--- src/rtl/bc_msg_sequencer.sv ---
// rtl/bc_msg_sequencer.sv - 1553B BC message sequencer between host buffers and the core tx/rx FIFOs
module bc_msg_sequencer #(
   parameter int TIMEOUT_CYC = 1400,
   parameter int TO_W        = 16,
   parameter int BUF_AW      = 5
) (
   input  logic              APB_CLK,
   input  logic              APB_RESET,
   input  logic              cmd_valid,
   output logic              cmd_ready,
   input  logic [15:0]       cmd_word,
   output logic [BUF_AW-1:0] tx_buf_addr,
   input  logic [15:0]       tx_buf_data,
   output logic              rx_buf_we,
   output logic [BUF_AW-1:0] rx_buf_addr,
   output logic [15:0]       rx_buf_wdata,
   output logic              done_valid,
   output logic [1:0]        done_code,
   output logic [15:0]       done_status,
   output logic [5:0]        done_rcvd,
   output logic              busy,
   output logic              core_tx_wr,
   input  logic              core_tx_unfull,
   output logic [23:0]       core_tx_data,
   output logic              core_rx_rd,
   input  logic              core_rx_unempty,
   input  logic [23:0]       core_rx_data
);

   typedef enum logic [2:0] {
      S_IDLE, S_SEND_CMD, S_LOAD, S_PUSH, S_WAIT_STAT, S_RECV, S_DONE
   } state_t;

   localparam logic [1:0] CODE_OK   = 2'd0;
   localparam logic [1:0] CODE_TO   = 2'd1;
   localparam logic [1:0] CODE_RXE  = 2'd2;
   localparam logic [1:0] CODE_PROT = 2'd3;

   state_t            state_q, state_d;
   logic [15:0]       cmd_q, cmd_d;
   logic [5:0]        n_q, n_d;
   logic [5:0]        idx_q, idx_d;
   logic [TO_W-1:0]   cnt_q, cnt_d;
   logic [1:0]        code_q, code_d;
   logic [15:0]       status_q, status_d;
   logic [5:0]        rcvd_q, rcvd_d;

   logic              rx_err, rx_sync, timeout_hit, rx_unused;

   assign rx_err      = core_rx_data[17];
   assign rx_sync     = core_rx_data[16];
   assign rx_unused   = &{1'b0, core_rx_data[23:18]};
   assign timeout_hit = (cnt_q == TO_W'(TIMEOUT_CYC - 1));

   assign tx_buf_addr  = idx_q[BUF_AW-1:0];
   assign rx_buf_addr  = rcvd_q[BUF_AW-1:0];
   assign rx_buf_wdata = rx_buf_we ? core_rx_data[15:0] : 16'h0;
   assign done_code    = code_q;
   assign done_status  = status_q;
   assign done_rcvd    = rcvd_q;
   assign busy         = (state_q != S_IDLE);

   always_comb begin
      state_d      = state_q;
      cmd_d        = cmd_q;
      n_d          = n_q;
      idx_d        = idx_q;
      cnt_d        = cnt_q;
      code_d       = code_q;
      status_d     = status_q;
      rcvd_d       = rcvd_q;
      cmd_ready    = 1'b0;
      core_rx_rd   = 1'b0;
      core_tx_wr   = 1'b0;
      core_tx_data = 24'h0;
      rx_buf_we    = 1'b0;
      done_valid   = 1'b0;
      case (state_q)
         S_IDLE: begin
            // stale words are flushed before a new command may start
            if (core_rx_unempty) begin
               core_rx_rd = 1'b1;
            end else begin
               cmd_ready = 1'b1;
               if (cmd_valid) begin
                  cmd_d    = cmd_word;
                  n_d      = (cmd_word[4:0] == 5'd0) ? 6'd32 : {1'b0, cmd_word[4:0]};
                  idx_d    = 6'd0;
                  code_d   = CODE_OK;
                  status_d = 16'h0;
                  rcvd_d   = 6'd0;
                  state_d  = S_SEND_CMD;
               end
            end
         end
         S_SEND_CMD: begin
            if (core_tx_unfull) begin
               core_tx_wr   = 1'b1;
               core_tx_data = {7'b0, 1'b1, cmd_q};
               cnt_d        = '0;
               state_d      = cmd_q[10] ? S_WAIT_STAT : S_LOAD;
            end
         end
         S_LOAD: state_d = S_PUSH;
         S_PUSH: begin
            if (core_tx_unfull) begin
               core_tx_wr   = 1'b1;
               core_tx_data = {7'b0, 1'b0, tx_buf_data};
               idx_d        = idx_q + 6'd1;
               cnt_d        = '0;
               state_d      = (idx_q == n_q - 6'd1) ? S_WAIT_STAT : S_LOAD;
            end
         end
         S_WAIT_STAT: begin
            if (core_rx_unempty) begin
               core_rx_rd = 1'b1;
               cnt_d      = '0;
               if (rx_err) begin
                  code_d  = CODE_RXE;
                  state_d = S_DONE;
               end else if (!rx_sync || core_rx_data[15:11] != cmd_q[15:11]) begin
                  code_d  = CODE_PROT;
                  state_d = S_DONE;
               end else begin
                  status_d = core_rx_data[15:0];
                  code_d   = CODE_OK;
                  state_d  = cmd_q[10] ? S_RECV : S_DONE;
               end
            end else if (timeout_hit) begin
               code_d  = CODE_TO;
               state_d = S_DONE;
            end else begin
               cnt_d = cnt_q + 1'b1;
            end
         end
         S_RECV: begin
            if (core_rx_unempty) begin
               core_rx_rd = 1'b1;
               cnt_d      = '0;
               if (rx_err) begin
                  code_d  = CODE_RXE;
                  state_d = S_DONE;
               end else if (rx_sync) begin
                  code_d  = CODE_PROT;
                  state_d = S_DONE;
               end else begin
                  rx_buf_we = 1'b1;
                  rcvd_d    = rcvd_q + 6'd1;
                  if (rcvd_q + 6'd1 == n_q) begin
                     code_d  = CODE_OK;
                     state_d = S_DONE;
                  end
               end
            end else if (timeout_hit) begin
               code_d  = CODE_TO;
               state_d = S_DONE;
            end else begin
               cnt_d = cnt_q + 1'b1;
            end
         end
         S_DONE: begin
            done_valid = 1'b1;
            state_d    = S_IDLE;
         end
         default: state_d = S_IDLE;
      endcase
      // the core FIFOs and host see nothing while reset is held
      if (APB_RESET) begin
         cmd_ready    = 1'b0;
         core_rx_rd   = 1'b0;
         core_tx_wr   = 1'b0;
         core_tx_data = 24'h0;
         rx_buf_we    = 1'b0;
         done_valid   = 1'b0;
      end
   end

   always_ff @(posedge APB_CLK) begin
      if (APB_RESET) begin
         state_q  <= S_IDLE;
         cmd_q    <= 16'h0;
         n_q      <= 6'd0;
         idx_q    <= 6'd0;
         cnt_q    <= '0;
         code_q   <= 2'd0;
         status_q <= 16'h0;
         rcvd_q   <= 6'd0;
      end else begin
         state_q  <= state_d;
         cmd_q    <= cmd_d;
         n_q      <= n_d;
         idx_q    <= idx_d;
         cnt_q    <= cnt_d;
         code_q   <= code_d;
         status_q <= status_d;
         rcvd_q   <= rcvd_d;
      end
   end

endmodule

--- config.mk ---
export PLATFORM = sky130hd
export DESIGN_NAME = bc_msg_sequencer
export DESIGN_NICKNAME = d
export VERILOG_FILES = /design/src/rtl/bc_msg_sequencer.sv
export SDC_FILE = /design/constraint.sdc
export NUM_CORES = 1
export LEC_CHECK = 0
export ABC_AREA = 1
export CORE_MARGIN = 2
export CORE_UTILIZATION = 42
export DETAILED_ROUTE_END_ITERATION = 7
export PLACE_DENSITY = 0.77
export SYNTH_ARGS = -nofsm -noshare
export SYNTH_HDL_FRONTEND = slang
export SYNTH_SLANG_ARGS = --single-unit
--- constraint.sdc ---
create_clock -name APB_CLK -period 1.5 [get_ports APB_CLK]
set_input_delay 0.3 -clock APB_CLK [delete_from_list [all_inputs] [get_ports APB_CLK]]
set_output_delay 0.3 -clock APB_CLK [all_outputs]
set_load 0.01 [all_outputs]
==> metrics.txt, run 1 <==
status finished, violations left; failing checks negative setup slack; Clock Latency Late Sink 0.36 ns; GPL Wtd Cong 0.904; crit path DAT between 1.5 and 2 ns; DR pass1 iterations 6; hold slack final just under 0.5 ns; CTS Hold Bufs 0; Worst Hold Class reg2reg; Avg Inst Size Synth around 6.3 sq um; VDD IR max 646 uV; Initial DRC Count slightly above 800; vias in the first global route 6163; Power, Total 7730 uW; CTS tree built; H-tree levels 3; crit end category output pin; Top delay family on crit path simple AND/OR/NAND/NOR gates; Synth area leaders dfxtp_1, nand2_1, nor2_1; Setup-failing EPs final 110; Worst Setup Start Kind register; Post-synth ARST share 0%; number of distinct library cells after synthesis 39; Yosys top cell area share roughly a third; synth warn 0; Sink Count between 70 and 80; Crit Path Class reg2out; power density cells approximately 910 nW/um^2; Lkg Pwr roughly 0.0037 uW; Detail Route Antenna Nets 0; Core Region just under 10000 sq um; area of the multi-input gates 3570 sq um; RSZ-0062 raised after global routing true; delay of the slowest critical-path stage just over 0.4 ns; Tot GR Track Use about a third; Hold Fails Final Rpt 0; via count 6758; Crit-path slowest cell dfxtp_4; cell chain of the critical path inv_4 -> nor2_4 -> inv_2 -> nor2_4 -> nand2_4 -> nor2_4 -> inv_8 -> buf_12 -> nor2_4 -> buf_6; first-pass GRT wire length just over 30000 microns; # rows 36; cts bufs inserted 9; clock-pin slew on the worst setup and hold paths ~0.090 ns; Slew @ Worst Pin ~0.5 ns; Final nets 996; P&R area growth vs syn 99.9%; Syn Std Cell Area about 4200 sq um; Ports around 140; final worst-path cycle share 151%; Buf+Inv Stages, Crit Path 5; WL final roughly 27000 microns; Yosys reg bits 71; Critical Path RT around 1.2 ns; post-synthesis sequential area ratio between 30% and 40%; cells after synthesis around 680; MaxCap Viol Count 0; fillers between 400 and 500; Most common cell on crit path nor2_4; Slew Limit Fails 0; Detail Placement HPWL 9820 microns; die width about 100 microns; setup ws final -0.771 ns; CP Max Fanout 8; most area-hungry cell type in the Yosys netlist dfxtp_1; WL per Instance between 20 and 30 microns; Die ar. about 11000 sq um; Worst slew margin 66.5%; initial core utilization 43.3%; IO buf count around 130; clk_skew between 0.009 and 0.01 ns; clock buffer depth 2; FMAX 440 MHz; initial antenna violation count 2; register area between 1000 and 1500 sq um; number of synthesized flops with an enable pin 0; min Tclk post-route approximately 2.3 ns; total global routing overflow 0; # DRC 0; Die Y-Extent around 100 microns; Top FF cell, synth dfxtp_1; DR vias/cell roughly 6.3; CTS Root Cell clkbuf_8; fraction of layout cells with a size suffix above 1 between 50% and 60%; pre-CTS setup slack -1.03 ns; largest net degree at the start of global routing 27
cell families after synthesis:
| group | share of synthesized area, % |
|---|---|
| simple gates | 35.9 |
| buf+inv | 13.4 |
| compound gates | 13.6 |
| flops | 33.6 |
| xor+xnor | 2.28 |
| fa+ha+maj | 1.18 |
| other cells | 0.0886 |
metrics by stage:
| stage | area (sq um) | TNS [ns] | cells | utilization, % |
|---|---|---|---|---|
| 2_1_floorplan | 4490 | -0.836 | 682 | - |
| 3_3_place_gp | 6380 | -71.13 | 996 | 65.3 |
| 3_5_place_dp | 6380 | -73.68 | 996 | 65.3 |
| 4_1_cts | 7650 | -23.27 | 1060 | 78.3 |
| 5_1_grt | 8460 | -53.35 | 1071 | 86.5 |
| 6_report | 8460 | -51.77 | 1071 | 86.5 |
final timing paths:
kind                        from              end  slack [ns]  depth (start not counted)
setup / recovery      state_q[2]  rx_buf_wdata[6]       -0.77                         10
hold / removal    done_status[0]   done_status[0]        0.49                          2
setup reg to reg    done_rcvd[2]     done_code[1]       -0.61                         14
hold reg to reg   done_status[0]   done_status[0]        0.49                          2
worst min-delay path, cell delays in order (launching register included):
cell	delay (ns)
dfxtp_1	0.34
nor2_1	0.05
nor2_1	0.07
routing by layer:
| layer | routed length, microns | share of wire (%) | GRT usage (%) |
|---|---|---|---|
| met5 | 0 | 0 | 0 |
| met4 | 3470 | 13 | 30.9 |
| met3 | 3670 | 13 | 8.33 |
| met2 | 12100 | 44 | 61.0 |
| met1 | 8250 | 30 | 35.2 |
what timing repair did:
action	4_1_cts	5_1_grt
setup buffers	45	22
setup endpoints to repair	140	112
gates resized for setup	461	224
cloned	9	0
pin swaps	61	86
report_power, final:
part,total (uW),internal (uW),switching [uW]
sequential,2290,2090,200
clock,1680,774,903
combinational,3760,1570,2190
total,7730,4440,3290
layout make-up:
cell class | instances | share of cell area, %
Inverter | 84 | 4.51
Clock buffer | 9 | 1.46
Timing Repair inverter | 2 | 0.370
Multi-Input combinational cell | 488 | 42.2
Tap cell | 133 | 1.97
Sequential cell | 71 | 17.3
Antenna cell | 2 | 0.0592
Clock inverter | 7 | 0.843
Timing Repair Buffer | 275 | 31.3
cells in the mapped netlist (3+ instances only):
| library cell | count |
|---|---|
| nand2_2 | 4 |
| buf_4 | 18 |
| nor3_1 | 7 |
| nand4_1 | 5 |
| buf_6 | 4 |
| buf_2 | 4 |
| dfxtp_1 | 71 |
| ha_1 | 4 |
| nor2_1 | 115 |
| nand2_1 | 170 |
| inv_1 | 69 |
| inv_2 | 13 |
| a21oi_1 | 56 |
| clkbuf_1 | 12 |
| o21ai_0 | 44 |
| nand3_1 | 37 |
| nor2_4 | 3 |
| xor2_1 | 9 |
| o21ai_1 | 3 |
| nor2_2 | 5 |
sequential cells by signal, indices dropped and copies added (netlist names):
signal       flops
cmd_q           16
cnt_q           16
done_code        2
done_rcvd        6
done_status     16
idx_q            6
n_q              6
state_q          3
placed cells by master, fill, tap and decap left out, types with 11 or more instances in the layout:
cell / synthesis / final
inv_2: 13 / 13
nand2_4: 0 / 25
a21oi_2: 1 / 42
nor2_2: 5 / 15
buf_2: 4 / 11
nor2_1: 115 / 58
dfxtp_1: 71 / 50
buf_4: 18 / 96
dlygate4sd2_1: 0 / 40
nor2_4: 3 / 50
clkdlybuf4s50_1: 0 / 46
nand3_1: 37 / 27
buf_6: 4 / 63
nand2_2: 4 / 44
inv_1: 69 / 57
dfxtp_2: 0 / 14
o21ai_2: 1 / 32
nand2_1: 170 / 104
Power figures use the tool's default switching activity.
==> run 2, diff against run 1 <==
- CAP_MARGIN: unset -> 30
- RECOVER_POWER: unset -> 50
==> results of run 2 <==
The final DEF is identical to that of run 1; final timing and power are the same.
==> patch, RTL diff (config.mk and constraints of run 2) <==
The 7 states of `state_t` get a Gray code encoding in 3 bits.
--- a/src/rtl/bc_msg_sequencer.sv
+++ b/src/rtl/bc_msg_sequencer.sv
@@ -30,3 +30,3 @@
    typedef enum logic [2:0] {
-      S_IDLE, S_SEND_CMD, S_LOAD, S_PUSH, S_WAIT_STAT, S_RECV, S_DONE
+      S_IDLE = 3'b000, S_SEND_CMD = 3'b001, S_LOAD = 3'b011, S_PUSH = 3'b010, S_WAIT_STAT = 3'b110, S_RECV = 3'b111, S_DONE = 3'b101
    } state_t;
Formal check against the unedited RTL: no difference found for any inputs over 4 cycles, from zero or initial values and one cycle with APB_RESET high; so few cycles prove little.
==> patch against run 2 <==
- the run still ends with setup timing left
- routed wire length is 23% lower
- worst setup slack worse by 22 ps
- sequential cell count stayed put
- clock skew is 7.1 ps higher
- power is 43% higher
- area after synthesis is 2.2% higher
- hold slack worse by 16 ps
- final area is 3.0% lower
- critical endpoint is now core_tx_data[10]
==> patch: results (changes against run 2) <==
outcome:
  status: "complete, but fails checks"
  violations: "setup timing"
grt:
  grtUsageMet1: 0.352  # +0.000524
  grt_max_degree: 23  # -15%
  grt_use_met3: 0.0625  # -0.0209
  grt_pass1_wl_um: 28000  # -9.5%
  antenna_found_initial: 0  # -2
power_and_ir_drop:
  leakagePower_nw: 3.72  # -0.39%
setup_path:
  setup.worst_path.start: "state_q[0]"
  cp_slowest_cell: "dfxtp_2"
  reg2regPathDepth: 15  # +1
  crit_end: "core_tx_data[10]"
  slowest_delay_ps: 350  # -60 ps
  r2r-end: "done_status[13]"
  cp_max_fo: 3  # -5
finish:
  drive_gt1_frac: 0.423  # -0.118
route:
  drt-initial-drc-count: 453  # -45%
  via_count: 6141  # -9.1%
logic_synthesis:
  synth_compound_area_frac: 0.161  # +0.0246
  ys_types: 42  # +7.7%
place:
  hpwl_um: 10700  # +9.4%
  dp.cells: 1008  # +1.2%
timing:
  timing.final.ws_setup_ps: -793  # -21.9 ps
  skew_ps: 17.1  # +7.12 ps
  setup_viol: 111  # +0.91%
-- patch: report_power, final --
group / internal, mW / switching, mW
sequential: 2.22 / 0.316
clock: 1.26 / 0.829
combinational: 3.14 / 3.28
total: 6.61 / 4.43
-- patch: timing repair --
item | 4_1_cts | 5_1_grt
endpoints found under the setup margin | 144 | 112
resized for setup | 388 | 121
buffers inserted | 38 | 16
cloned | 8 | 2
pin swaps | 55 | 49
-- patch: stage by stage --
step	total power, mW	instance area, µm²
2_1_floorplan	4.37	4560
3_3_place_gp	5.90	6550
3_5_place_dp	5.99	6550
4_1_cts	9.75	7700
5_1_grt	11.4	8200
6_report	11.0	8200
-- patch: layout make-up --
type                    count  area, µm²
clock buffers              12        166
clock inverters             4       98.8
fillers                   573       1930
inverters                  88        418
multi-input cells         479       3170
flip-flops and latches     71       1440
well taps                 136        170
repair buffers            288       2690
repair inverters            4       55.1
-- patch: worst min-delay path, stage by stage, from the launching register on --
cell and delay (ps):
dfxtp_1 340, inv_1 50, a21oi_1 50
